## src/rtl/alu_share_arbiter_pkg.sv

```systemverilog
// Shared types for alu_share_arbiter: FSM state encoding and op codes.
package alu_share_pkg;

    typedef enum logic [1:0] {
        IDLE = 2'd0,
        EXEC = 2'd1,
        RESP = 2'd2
    } state_t;

    localparam logic OP_ADD = 1'b0;
    localparam logic OP_SUB = 1'b1;

endpackage

```

## src/rtl/alu_share_arbiter_if.sv

```systemverilog
// Request/response bundle between client blocks and alu_share_arbiter.
// RSP_COUT exists only when ALU_SHARE_CARRY_OUT_EN is defined.
interface alu_share_arbiter_if #(
    parameter int N_REQ = 4,
    parameter int WIDTH = 8,
    parameter int ID_W  = $clog2(N_REQ)
);
    logic [N_REQ-1:0]       REQ_VALID;
    logic [N_REQ-1:0]       REQ_READY;
    logic [N_REQ-1:0]       REQ_OP;
    logic [N_REQ*WIDTH-1:0] REQ_A;
    logic [N_REQ*WIDTH-1:0] REQ_B;
    logic                   RSP_VALID;
    logic                   RSP_READY;
    logic [WIDTH-1:0]       RSP_O;
    logic [ID_W-1:0]        RSP_ID;
`ifdef ALU_SHARE_CARRY_OUT_EN
    logic                   RSP_COUT;
`endif

    modport master (
        output REQ_VALID, REQ_OP, REQ_A, REQ_B, RSP_READY,
`ifdef ALU_SHARE_CARRY_OUT_EN
        input  RSP_COUT,
`endif
        input  REQ_READY, RSP_VALID, RSP_O, RSP_ID
    );

    modport slave (
        input  REQ_VALID, REQ_OP, REQ_A, REQ_B, RSP_READY,
`ifdef ALU_SHARE_CARRY_OUT_EN
        output RSP_COUT,
`endif
        output REQ_READY, RSP_VALID, RSP_O, RSP_ID
    );

endinterface

```

## src/rtl/alu_share_arbiter_rr_pick.sv

```systemverilog
// Combinational round-robin pick: first set req bit at or after rr_ptr, wrapping at N_REQ.
module rr_pick #(
    parameter int N_REQ = 4,
    parameter int ID_W  = $clog2(N_REQ)
) (
    input  logic [N_REQ-1:0] req,
    input  logic [ID_W-1:0]  rr_ptr,
    output logic [N_REQ-1:0] grant,
    output logic [ID_W-1:0]  win
);

    int   idx;
    logic found;

    always_comb begin
        grant = '0;
        win   = '0;
        found = 1'b0;
        idx   = 0;
        for (int k = 0; k < N_REQ; k++) begin
            idx = int'(rr_ptr) + k;
            if (idx >= N_REQ) idx = idx - N_REQ;
            if (!found && req[idx]) begin
                found      = 1'b1;
                grant[idx] = 1'b1;
                win        = ID_W'(idx);
            end
        end
    end

endmodule

```

## src/rtl/alu_share_arbiter.sv

```systemverilog
// Round-robin shared add/sub unit: grant in IDLE, compute in EXEC, hold result in RESP.
// Optional carry/no-borrow output RSP_COUT under ALU_SHARE_CARRY_OUT_EN.
import alu_share_pkg::*;

module alu_share_arbiter #(
    parameter int N_REQ = 4,
    parameter int WIDTH = 8,
    parameter int ID_W  = $clog2(N_REQ)
) (
    input  logic             CLK,
    input  logic             ASYNCRESET,
    alu_share_arbiter_if.slave bus
);

`ifdef ALU_SHARE_CARRY_OUT_EN
    localparam int SUM_W = WIDTH + 1;
`else
    localparam int SUM_W = WIDTH;
`endif

    state_t            state;
    logic [ID_W-1:0]   rr_ptr;
    logic [ID_W-1:0]   id_q;
    logic [ID_W-1:0]   win;
    logic [N_REQ-1:0]  grant;
    logic [WIDTH-1:0]  a_q;
    logic [WIDTH-1:0]  b_q;
    logic              op_q;
    logic [WIDTH-1:0]  b_eff;
    logic [SUM_W-1:0]  sum;
    logic              rsp_vld;
    logic [WIDTH-1:0]  rsp_o;
    logic [ID_W-1:0]   rsp_id;

    rr_pick #(.N_REQ(N_REQ), .ID_W(ID_W)) u_pick (
        .req    (bus.REQ_VALID),
        .rr_ptr (rr_ptr),
        .grant  (grant),
        .win    (win)
    );

    // Subtract is A + ~B + 1; the op bit doubles as the carry-in.
    always_comb begin
        b_eff = (op_q == OP_SUB) ? ~b_q : b_q;
        sum   = SUM_W'(a_q) + SUM_W'(b_eff) + SUM_W'(op_q);
    end

    assign bus.REQ_READY = (state == IDLE && !ASYNCRESET) ? grant : '0;
    assign bus.RSP_VALID = rsp_vld;
    assign bus.RSP_O     = rsp_o;
    assign bus.RSP_ID    = rsp_id;

`ifdef ALU_SHARE_CARRY_OUT_EN
    logic rsp_cout;
    assign bus.RSP_COUT = rsp_cout;

    always_ff @(posedge CLK or posedge ASYNCRESET) begin
        if (ASYNCRESET)
            rsp_cout <= 1'b0;
        else if (state == EXEC)
            rsp_cout <= sum[WIDTH];
    end
`endif

    always_ff @(posedge CLK or posedge ASYNCRESET) begin
        if (ASYNCRESET) begin
            state   <= IDLE;
            rr_ptr  <= '0;
            id_q    <= '0;
            a_q     <= '0;
            b_q     <= '0;
            op_q    <= 1'b0;
            rsp_vld <= 1'b0;
            rsp_o   <= '0;
            rsp_id  <= '0;
        end else begin
            case (state)
                IDLE: begin
                    if (|bus.REQ_VALID) begin
                        a_q   <= bus.REQ_A[win*WIDTH +: WIDTH];
                        b_q   <= bus.REQ_B[win*WIDTH +: WIDTH];
                        op_q  <= bus.REQ_OP[win];
                        id_q  <= win;
                        state <= EXEC;
                    end
                end
                EXEC: begin
                    rsp_o   <= sum[WIDTH-1:0];
                    rsp_id  <= id_q;
                    rsp_vld <= 1'b1;
                    state   <= RESP;
                end
                RESP: begin
                    // Pointer moves on acceptance so a stalled response keeps its priority slot.
                    if (bus.RSP_READY) begin
                        rsp_vld <= 1'b0;
                        rr_ptr  <= (id_q == ID_W'(N_REQ - 1)) ? '0 : id_q + ID_W'(1);
                        state   <= IDLE;
                    end
                end
                default: state <= IDLE;
            endcase
        end
    end

endmodule
```

## src/flat_wrapper.sv

```systemverilog
// flat-port wrapper written by rule: the top's interface ports become plain ports
module alu_share_arbiter_flat 
#(
    parameter int N_REQ = 4,
    parameter int WIDTH = 8,
    parameter int ID_W  = $clog2(N_REQ)
)
  (CLK, ASYNCRESET, bus_REQ_VALID, bus_REQ_OP, bus_REQ_A, bus_REQ_B, bus_RSP_READY, bus_REQ_READY, bus_RSP_VALID, bus_RSP_O, bus_RSP_ID);
  alu_share_arbiter_if #(.N_REQ(N_REQ), .WIDTH(WIDTH), .ID_W(ID_W)) bus_i ();
  input  logic CLK;
  input  logic ASYNCRESET;
  input wire logic [$bits(bus_i.REQ_VALID)-1:0] bus_REQ_VALID;
  input wire logic [$bits(bus_i.REQ_OP)-1:0] bus_REQ_OP;
  input wire logic [$bits(bus_i.REQ_A)-1:0] bus_REQ_A;
  input wire logic [$bits(bus_i.REQ_B)-1:0] bus_REQ_B;
  input wire logic [$bits(bus_i.RSP_READY)-1:0] bus_RSP_READY;
  output wire logic [$bits(bus_i.REQ_READY)-1:0] bus_REQ_READY;
  output wire logic [$bits(bus_i.RSP_VALID)-1:0] bus_RSP_VALID;
  output wire logic [$bits(bus_i.RSP_O)-1:0] bus_RSP_O;
  output wire logic [$bits(bus_i.RSP_ID)-1:0] bus_RSP_ID;
  assign bus_i.REQ_VALID = bus_REQ_VALID;
  assign bus_i.REQ_OP = bus_REQ_OP;
  assign bus_i.REQ_A = bus_REQ_A;
  assign bus_i.REQ_B = bus_REQ_B;
  assign bus_i.RSP_READY = bus_RSP_READY;
  assign bus_REQ_READY = bus_i.REQ_READY;
  assign bus_RSP_VALID = bus_i.RSP_VALID;
  assign bus_RSP_O = bus_i.RSP_O;
  assign bus_RSP_ID = bus_i.RSP_ID;
  alu_share_arbiter #(.N_REQ(N_REQ), .WIDTH(WIDTH), .ID_W(ID_W)) u_core (.CLK(CLK), .ASYNCRESET(ASYNCRESET), .bus(bus_i));
endmodule
```

## config.mk

```make
export PLATFORM = sky130hd
export DESIGN_NAME = alu_share_arbiter_flat
export DESIGN_NICKNAME = d
export VERILOG_FILES = /design/src/rtl/alu_share_arbiter_pkg.sv /design/src/rtl/alu_share_arbiter_if.sv /design/src/rtl/alu_share_arbiter_rr_pick.sv /design/src/rtl/alu_share_arbiter.sv /design/src/flat_wrapper.sv
export SDC_FILE = /design/constraint.sdc
export NUM_CORES = 1
export LEC_CHECK = 0
export CAP_MARGIN = 20
export CORE_AREA = 2 2 59 117
export CTS_BUF_LIST = sky130_fd_sc_hd__clkbuf_2 sky130_fd_sc_hd__clkbuf_4 sky130_fd_sc_hd__clkbuf_8
export DETAILED_ROUTE_END_ITERATION = 10
export DIE_AREA = 0 0 61 119
export DONT_BUFFER_PORTS = 1
export PLACE_DENSITY = 0.64
export SYNTH_ARGS = -nofsm -noshare
export SYNTH_HDL_FRONTEND = slang
export SYNTH_SLANG_ARGS = --single-unit
```

## constraint.sdc

```tcl
create_clock -name CLK -period 4.71 [get_ports CLK]
set_input_delay 0.471 -clock CLK [delete_from_list [all_inputs] [get_ports CLK]]
set_output_delay 0.471 -clock CLK [all_outputs]
set_load 0.01 [all_outputs]
```

Word level (Yosys, flattened, before mapping)

Index checks and enable logic that the tools add are counted.

RAM bits: 0
Register bits after elaboration: 34
Memory bits (read-only): 0
Word-level logic and storage cells: 107
Memories: 0
Bits of input ports: 75
Latch bits: 0
Output and inout bits: 15

Divide/modulo/power cells: 0
Magnitude comparators: 13
Shift operators: 2
Multiply operators: 0
Equal/unequal tests: 5
Bitwise gates (word level): 4
Add/sub/neg operators: 10
Multiplexer cells: 45
Reduce and logical (&&, ||, !) cells: 19

Operators with widths:

| kind                                                                          | count |
|---|---|
| 32-bit by 1-bit >= comparator with 1-bit output, second input constant        | 4 |
| 32-bit by 4-bit less-than comparator with 1-bit output, second input constant | 4 |
| 32-bit two-way mux                                                            | 4 |
| 32-bit by 6-bit indexed part select with 8-bit output                         | 2 |
| 4-bit two-way mux                                                             | 5 |
| 1-bit two-way mux                                                             | 17 |
| 2-bit two-way mux                                                             | 7 |
| 4-bit OR                                                                      | 3 |
| 3-bit by 3-bit subtractor with 4-bit output, second input constant            | 3 |
| 1-bit binary-select mux with 2-bit select                                     | 5 |
| 3-bit >= comparator, second input constant                                    | 3 |
| 8-bit by 1-bit adder with 8-bit output                                        | 1 |
| 8-bit adder                                                                   | 1 |
| 1-bit demux with 2-bit select                                                 | 4 |
| 1-bit logical AND                                                             | 8 |
| 8-bit two-way mux                                                             | 1 |
| 8-bit inverter                                                                | 1 |
| 2-bit AND reduction                                                           | 4 |
| 2-bit by 2-bit adder with 3-bit output, second input constant                 | 2 |
| 2-bit case mux with 3 select lines                                            | 1 |
| 2-bit equality test, second input constant                                    | 2 |
| 1-bit zero test                                                               | 4 |
| 2-bit inequality test, second input constant                                  | 2 |
| 4-bit OR reduction                                                            | 1 |
| other kinds (9)                                                               | 9 |

Longest topological paths before layout

Gate-level depths: netlist (run 1).

Depth after elaboration: 17
Gate-level depth with buffers: 14
Mapped depth without buffers: 8

Modules after synthesis

From an unflattened synthesis (run 1), not the netlist that was laid out.

Cells, all modules: 214
Area, all modules: 2551.2 sq um

By module, submodules not included:

| module            | area an instance (sq um) | cells an instance | seq. area each (sq um) | times used |
|---|---|---|---|---|
| alu_share_arbiter | 2094.5                   | 165               | 850.8                  | 1 |
| rr_pick           | 456.7                    | 49                | 0.0                    | 1 |

Worst setup path after synthesis (run 1)

OpenSTA, ideal clock, no wires.

Path kind: register to register
From: register u_core.rr_ptr[0]
To: register u_core.a_q[0]
Period minus slack after synthesis: 3.237 ns
Data arrival time: 3.114 ns
Library setup time: 0.123 ns
Path slack: 1.473 ns
Path buffers: 4
Cell stages (with the launch flop): 13
Required time: 4.587 ns
Cell sequence: dfrtp_1 -> buf_6 -> buf_2 -> clkinv_1 -> buf_1 -> ha_1 -> clkbuf_2 -> inv_1 -> mux2i_2 -> o21ai_4 -> a21oi_4 -> mux2_4 -> o221a_1

Word-level cells in the longest chain between the ends: 16
Elaborated cells between the ends (all ways): 41
Those cells by class: add/sub: 7; order compare: 4; shift: 1; mux: 23; reduce/logical: 6

Ends and longest elaborated chain:

| what                                                                                 | RTL line                        | text |
|---|---|---|
| start, declared                                                                      | alu_share_arbiter.sv:22         | `logic [ID_W-1:0] rr_ptr;` |
| start signal, assigned                                                               | alu_share_arbiter.sv:97         | `rr_ptr <= (id_q == ID_W'(N_REQ - 1)) ? '0 : id_q + ID_W'(1);` |
| branches (longest 14 deep; another with 3-bit by 3-bit subtractor with 4-bit output) | n/a                             |  |
| 2-bit two-way mux (*)                                                                | alu_share_arbiter_rr_pick.sv:23 | `if (!found && req[idx]) begin` |
| 32-bit by 6-bit indexed part select with 8-bit output (*)                            | alu_share_arbiter.sv:80         | `a_q <= bus.REQ_A[win*WIDTH +: WIDTH];` |
| end signal, assigned                                                                 | alu_share_arbiter.sv:80         |  |
| end, declared                                                                        | alu_share_arbiter.sv:26         | `logic [WIDTH-1:0] a_q;` |

Every way passes the cells marked *. The select of a mux whose other input is x is not followed.
A chain may end at the register's enable or synchronous reset.

Final worst setup path (run 1)

From: register u_core.rr_ptr[1]
To: register u_core.a_q[3]

The elaborated chain is that of the path after synthesis.

==> results.py, run 1 <==
metrics = {
    "sta": {
        "post-route-period-util": 0.736,
        "worst_pin_slew_ps": 1060,
        "hold_violations": 0,
        "rsz0062_at_grt": "false",
        "fmax_ghz": 0.288,
        "period_needed_ps": 3470,
        "slew_headroom": 0.293,
        "slew_violations": 0,
        "finalSetupViolations": 0,
        "skew_ps": 6.44,
        "fin_setup_tns_ps": 0,
    },
    "pwr": {
        "leakage_nw": 1.42,
        "cellPowerDensity_nw_per_um2": 838,
        "vdd.ir_drop.worst_mv": 0.331,
    },
    "synth": {
        "syn_inst": 339,
        "synth-seq-cells": 34,
        "syn_area_um2": 3100,
        "yosysWarnings": 0,
        "ys.flop_type": "dfrtp_1",
        "syn_area_per_cell_um2": 9.15,
        "synth-async-reset-ratio": 1.00,
        "syn_nets": 427,
        "ys_seq_area_frac": 0.274,
        "synth_cell_types": 59,
        "synth_edf_count": 0,
    },
    "cts": {
        "h-tree-depth": 2,
        "cts_buffers": 5,
        "tritoncts": "built",
        "clock-sinks": 34,
        "cts_setup_buffers": 0,
        "cts_resized": 0,
        "clockBufferDepth": 2,
        "ctsRootBufferMaster": "clkbuf_8",
        "worstSkewPairLatency_ps": 290,
        "ctsHoldBuffers": 0,
        "clk_pin_slew_ps": 70,
    },
    "placement": {
        "place_area_um2": 3130,
        "port-buffer-count": 0,
        "dp.cells": 410,
        "place_congestion": 0.858,
        "dp_hpwl_mm": 5.77,
    },
    "drt": {
        "first_pass_iters": 4,
        "wl_mm": 7.78,
        "drc": 0,
        "ant_nets": 0,
        "detail_route.wl_per_cell_um": 18.7,
        "drt-vias-per-instance": 6.13,
        "drtIter0Drc": 133,
        "num_vias": 2552,
    },
    "floorplan": {
        "start_util": 0.480,
        "core_area_um2": 6460,
        "die_w_um": 61,
        "die_height_um": 119,
        "num_rows": 42,
        "io_pins": 90,
        "die_area_um2": 7260,
    },
    "setup_path": {
        "critPathTopFamily": "compound AO/OA/AOI/OAI gates",
        "cp_slowest_stage_delay_ps": 680,
        "crit_top_cell": "inv_1",
        "cp_data_arrival_time_ps": 3640,
        "cp_max_fo": 27,
        "cp-start-kind": "flip-flop",
        "critPathKind": "reg -> reg",
        "crit_path_top_delay_cell": "a21oi_4",
        "required_ps": 4880,
        "path_cells": "inv_1 -> ha_1 -> inv_1 -> mux2i_2 -> o21ai_4 -> a21oi_4 -> mux2_4 -> o221a_1",
        "crit_buf_inv": 2,
        "worst_setup_path_end_kind": "flip-flop",
    },
    "global_route": {
        "grt_use_total": 0.224,
        "antenna_found_initial": 0,
        "grt_overflow": 0,
        "grt_pass1_vias": 2547,
        "grt_pass1_wl_mm": 12.6,
        "grt_max_degree": 36,
    },
    "layout": {
        "fin_area_um2": 3210,
        "drive_gt1_frac": 0.143,
        "nFillCells": 632,
        "fin_nets": 417,
        "diodes": 0,
        "fin_util": 0.496,
        "layoutNonFillerInstCount": 416,
        "syn_to_final_growth_pct": 3.39,
    },
    "run": {
        "maxCapViolations": 0,
    },
    "min_path": {
        "worstHoldPathType": "in -> async",
    },
    "status": {
        "status": "complete, no violations",
    },
}
==> report_power, final <==
part	total (W)	internal, W	switching [W]
clock	0.000217	0.000113	0.000104
sequential	0.000605	0.000446	0.000159
combinational	0.00186	0.000825	0.00104
==> worst reg2reg max path: cells and delay by family, from the launching register on <==
family,cells,cell delay [ps]
adders and majority gates,1,420
muxes,2,810
AOI/OAI and AO/OA,3,1250
buffers and inverters,2,360
DFF,1,530
==> worst paths after layout <==
path / startpoint / end / slack, ps / cells past startpoint
worst max-delay path: u_core.rr_ptr[1]$_DFFE_PP0P_ / u_core.a_q[3]$_DFFE_PP0P_ / 1240 / 8
worst min-delay path: ASYNCRESET / u_core.a_q[1]$_DFFE_PP0P_ / 180 / 2
worst max register to register: u_core.rr_ptr[1]$_DFFE_PP0P_ / u_core.a_q[3]$_DFFE_PP0P_ / 1240 / 8
worst min register to register: u_core.id_q[1]$_DFFE_PP0P_ / u_core.bus.RSP_ID[1]$_DFFE_PP0P_ / 520 / 2
max in group asynchronous: ASYNCRESET / u_core.id_q[0]$_DFFE_PP0P_ / 4200 / 2
min in group CLK: bus_RSP_READY / u_core.state[1]$_DFFE_PP0P_ / 300 / 1
==> sequential cells by signal (all words and copies together), names as in the netlist <==
signal,flops
u_core.a_q,8
u_core.b_q,8
u_core.bus.RSP_ID,2
u_core.bus.RSP_O,8
u_core.bus.RSP_VALID,1
u_core.id_q,2
u_core.op_q,1
u_core.rr_ptr,2
u_core.state,2
==> per-layer routing <==
| metal | up-vias | part of all wire | routed length (µm) | global-route usage |
|---|---|---|---|---|
| met4 | 0 | 0.0078 | 61 | 0.0421 |
| met1 | 1217 | 0.42 | 3300 | 0.293 |
| met2 | 85 | 0.51 | 3940 | 0.368 |
| li1 | 1244 | - | - | - |
| met3 | 6 | 0.061 | 474 | 0.0554 |
| met5 | - | 0 | 0 | 0 |
==> layout by cell type (no fill, tap or decap), types with 5 or more instances in the layout <==
master	count
a21oi_1	16
mux2_4	6
xnor2_1	5
a211oi_1	5
o311a_1	9
o22ai_1	9
o21ai_0	21
o211ai_1	5
dfrtp_1	34
nand2_1	36
ha_1	12
mux2i_1	25
a2111o_1	9
nor2_1	11
xor2_1	8
o21ai_2	5
mux2_2	16
clkbuf_8	6
inv_1	24
==> cell families after synthesis <==
group / Yosys count / share of synthesized area
multiplexers: 51 / 0.191
flip-flops: 34 / 0.274
adder cells (fa/ha/maj): 13 / 0.0548
XOR/XNOR: 13 / 0.0367
buffers and inverters: 47 / 0.0693
AND/OR/NAND/NOR: 66 / 0.0944
AO/OA/AOI/OAI: 115 / 0.279
==> Yosys cell counts, types with 5 or more instances <==
library cell	instances	area [µm²]
a21oi_1	16	80.1
o211ai_1	5	37.5
inv_1	24	90.1
ha_1	12	150
clkbuf_1	8	30.0
o22ai_1	9	56.3
xor2_1	8	70.1
o21ai_2	5	43.8
mux2_4	6	90.1
o311a_1	9	90.1
xnor2_1	5	43.8
dfrtp_1	34	851
mux2i_1	25	250
nand2_1	36	135
a211oi_1	5	37.5
a2111o_1	9	101
o21ai_0	21	105
nor2_1	11	41.3
mux2_2	16	180
buf_2	5	25.0
==> final cells by class <==
class	count	area, µm²	share of cell area
Tap cell	88	110	0.0343
Clock buffer	6	82.6	0.0257
Inverter	26	97.6	0.0304
Timing Repair Buffer	4	30.0	0.00936
Multi-Input combinational cell	258	2040	0.635
Sequential cell	34	851	0.265
==> stage by stage <==
step	power, W	hold WS, ps	worst slack [ps]
3_5_place_dp	0.00247	499	1290
4_1_cts	0.00269	188	1270
2_1_floorplan	0.00215	465	1470
5_1_grt	0.00292	211	1100
3_3_place_gp	0.00242	491	1420
6_report	0.00269	176	1240
Note: power is estimated with default switching activity, not from simulation.
==> run 2: changes to the inputs <==
--- a/config.mk
+++ b/config.mk
@@ -11,7 +11,7 @@
 export DETAILED_ROUTE_END_ITERATION = 10
 export DIE_AREA = 0 0 61 119
 export DONT_BUFFER_PORTS = 1
-export PLACE_DENSITY = 0.64
+export PLACE_DENSITY = 0.66
 export SYNTH_ARGS = -nofsm -noshare
 export SYNTH_HDL_FRONTEND = slang
 export SYNTH_SLANG_ARGS = --single-unit
==> constraint.sdc (replaced) <==
create_clock -name CLK -period 3 [get_ports CLK]
set_input_delay 0.3 -clock CLK [delete_from_list [all_inputs] [get_ports CLK]]
set_output_delay 0.3 -clock CLK [all_outputs]
set_load 0.01 [all_outputs]
==> run 2 against run 1 <==
Core utilization up 1.9 points. Via count up 0.59%. Clock skew up 2.3 ps. Clock power up 54%. Count of clock-buffer cells in the layout up 1. Sequential power up 59%. First-iteration DRC count down 2.3%.
==> results.py, run 2 (synthesis gave the netlist of run 1 again) <==
metrics = {
    "global_route": {
        "grt_use_total": 0.225,
        "grt_pass1_wl_mm": 12.7,
        "grt_pass1_vias": 2628,
        "antenna_found_initial": 0,
        "grt_overflow": 0,
        "grt_max_degree": 35,
    },
    "status": {
        "status": "complete, no violations",
    },
    "layout": {
        "diodes": 0,
        "syn_to_final_growth_pct": 7.30,
        "drive_gt1_frac": 0.190,
        "fin_nets": 431,
        "final_cell_mix": "nand2_1 (36), dfrtp_1 (33), mux2i_1 (25)",
        "final_common_cell": "nand2_1",
        "fin_area_um2": 3330,
    },
    "setup_path": {
        "critPathKind": "reg -> reg",
        "cp-start-kind": "flip-flop",
        "required_ps": 3170,
        "r2r_end": "u_core.a_q[2]$_DFFE_PP0P_",
        "worst_setup_path_end_kind": "flip-flop",
        "cp_data_arrival_time_ps": 2960,
        "cp_max_fo": 26,
        "r2r_slack_ps": 200,
        "r2r-start": "u_core.rr_ptr[1]$_DFFE_PP0P_",
        "reg2reg_depth": 10,
    },
    "cts": {
        "clk_pin_slew_ps": 70,
        "clockBufferDepth": 2,
        "tritoncts": "built",
        "ctsRootBufferMaster": "clkbuf_8",
        "h-tree-depth": 2,
        "clock-sinks": 34,
        "worstSkewPairLatency_ps": 290,
        "cts_buffers": 5,
    },
    "sta": {
        "post-route-period-util": 0.932,
        "hold_violations": 0,
        "finalSetupViolations": 0,
        "slew_violations": 0,
        "period_needed_ps": 2800,
        "fmax_ghz": 0.358,
        "fin_setup_tns_ps": 0,
        "rsz0062_at_grt": "false",
        "worst_pin_slew_ps": 634,
        "slew_headroom": 0.577,
        "skew_ps": 8.73,
    },
    "pwr": {
        "seq_power_share": 0.220,
        "cellPowerDensity_nw_per_um2": 1320,
        "leakage_nw": 1.49,
        "comb_power_share": 0.704,
        "p_int_w": 0.00230,
        "vdd.ir_drop.worst_mv": 0.747,
        "clkPwrFrac": 0.076,
        "swShare": 0.474,
        "power.switching_w": 0.00208,
    },
    "drt": {
        "first_pass_iters": 4,
        "detail_route.wl_per_cell_um": 17.9,
        "drt-vias-per-instance": 5.96,
        "num_vias": 2567,
        "drc": 0,
        "drtIter0Drc": 130,
        "ant_nets": 0,
        "wl_mm": 7.72,
    },
    "floorplan": {
        "core_area_um2": 6460,
        "io_pins": 90,
        "num_rows": 42,
        "start_util": 0.480,
        "die_height_um": 119,
        "die_area_um2": 7260,
        "die_w_um": 61,
    },
    "min_path": {
        "worstHoldPathType": "in -> async",
    },
    "placement": {
        "dp_hpwl_mm": 5.85,
        "place_congestion": 0.826,
        "port-buffer-count": 0,
        "place_area_um2": 3230,
    },
    "run": {
        "maxCapViolations": 0,
    },
}
[run 2: area by class of cell]
class	instances	area, µm²
flip-flops and latches	34	852
fillers	626	3130
inverters	26	98.8
well taps	88	110
clock buffers	7	83.8
repair buffers	18	135
multi-input cells	258	2050
[run 2: layer usage]
metal	track usage	part of all wire
met2	0.370	0.51
met1	0.289	0.41
met3	0.0532	0.060
met4	0.0557	0.018
met5	0	0
[run 2: worst max-delay path by stage]
| stage | endpoint | slack (ps) | start |
|---|---|---|---|
| 6_report | u_core.a_q[2]$_DFFE_PP0P_ | 200 | u_core.rr_ptr[1]$_DFFE_PP0P_ |
| 5_1_grt | u_core.b_q[6]$_DFFE_PP0P_ | 40 | u_core.rr_ptr[1]$_DFFE_PP0P_ |
| 3_5_place_dp | u_core.a_q[2]$_DFFE_PP0P_ | 230 | u_core.rr_ptr[1]$_DFFE_PP0P_ |
| 2_1_floorplan | u_core.a_q[0]$_DFFE_PP0P_ | 60 | u_core.rr_ptr[0]$_DFFE_PP0P_ |
| 3_3_place_gp | u_core.a_q[2]$_DFFE_PP0P_ | 310 | u_core.rr_ptr[1]$_DFFE_PP0P_ |
| 4_1_cts | bus_REQ_READY[2] | 40 | u_core.rr_ptr[1]$_DFFE_PP0P_ |
[run 2: per-stage QoR]
| step | hold slack [ps] | worst slack, ps | util | instances | power (W) |
|---|---|---|---|---|---|
| finish | 84.1 | 203 | 0.515 | 431 | 0.00438 |
| CTS | 130 | 35.6 | 0.512 | 429 | 0.00437 |
| global placement | 413 | 306 | 0.499 | 422 | 0.00392 |
| detailed placement | 430 | 226 | 0.499 | 422 | 0.00401 |
| global route | 127 | 39.4 | 0.515 | 431 | 0.00478 |
| floorplan | 407 | 57.1 | - | 339 | 0.00340 |
[run 2: power by group through the flow]
stage	Sequential [W]	Combinational [W]	Clock, W
after floorplan	0.000879	0.00252	0
after global placement	0.000961	0.00296	0
after detailed placement	0.000971	0.00304	0
after CTS	0.000962	0.00307	0.000338
after global routing	0.000995	0.00342	0.000369
final	0.000962	0.00308	0.000334
[run 2: critical path: stages, from the launching register on]
cell	delay, ps
dfrtp_2	450
inv_1	140
ha_1	430
inv_1	140
mux2i_4	220
buf_4	170
o21ai_4	150
buf_4	380
mux2_2	380
a21oi_1	150
a211oi_1	60
[run 2: timing repair]
| item | 4_1_cts | 5_1_grt |
|---|---|---|
| hold buffers | 0 | 0 |
| buffers inserted | 0 | 2 |
| resized for setup | 0 | 3 |
| endpoints found under the setup margin | 0 | 4 |
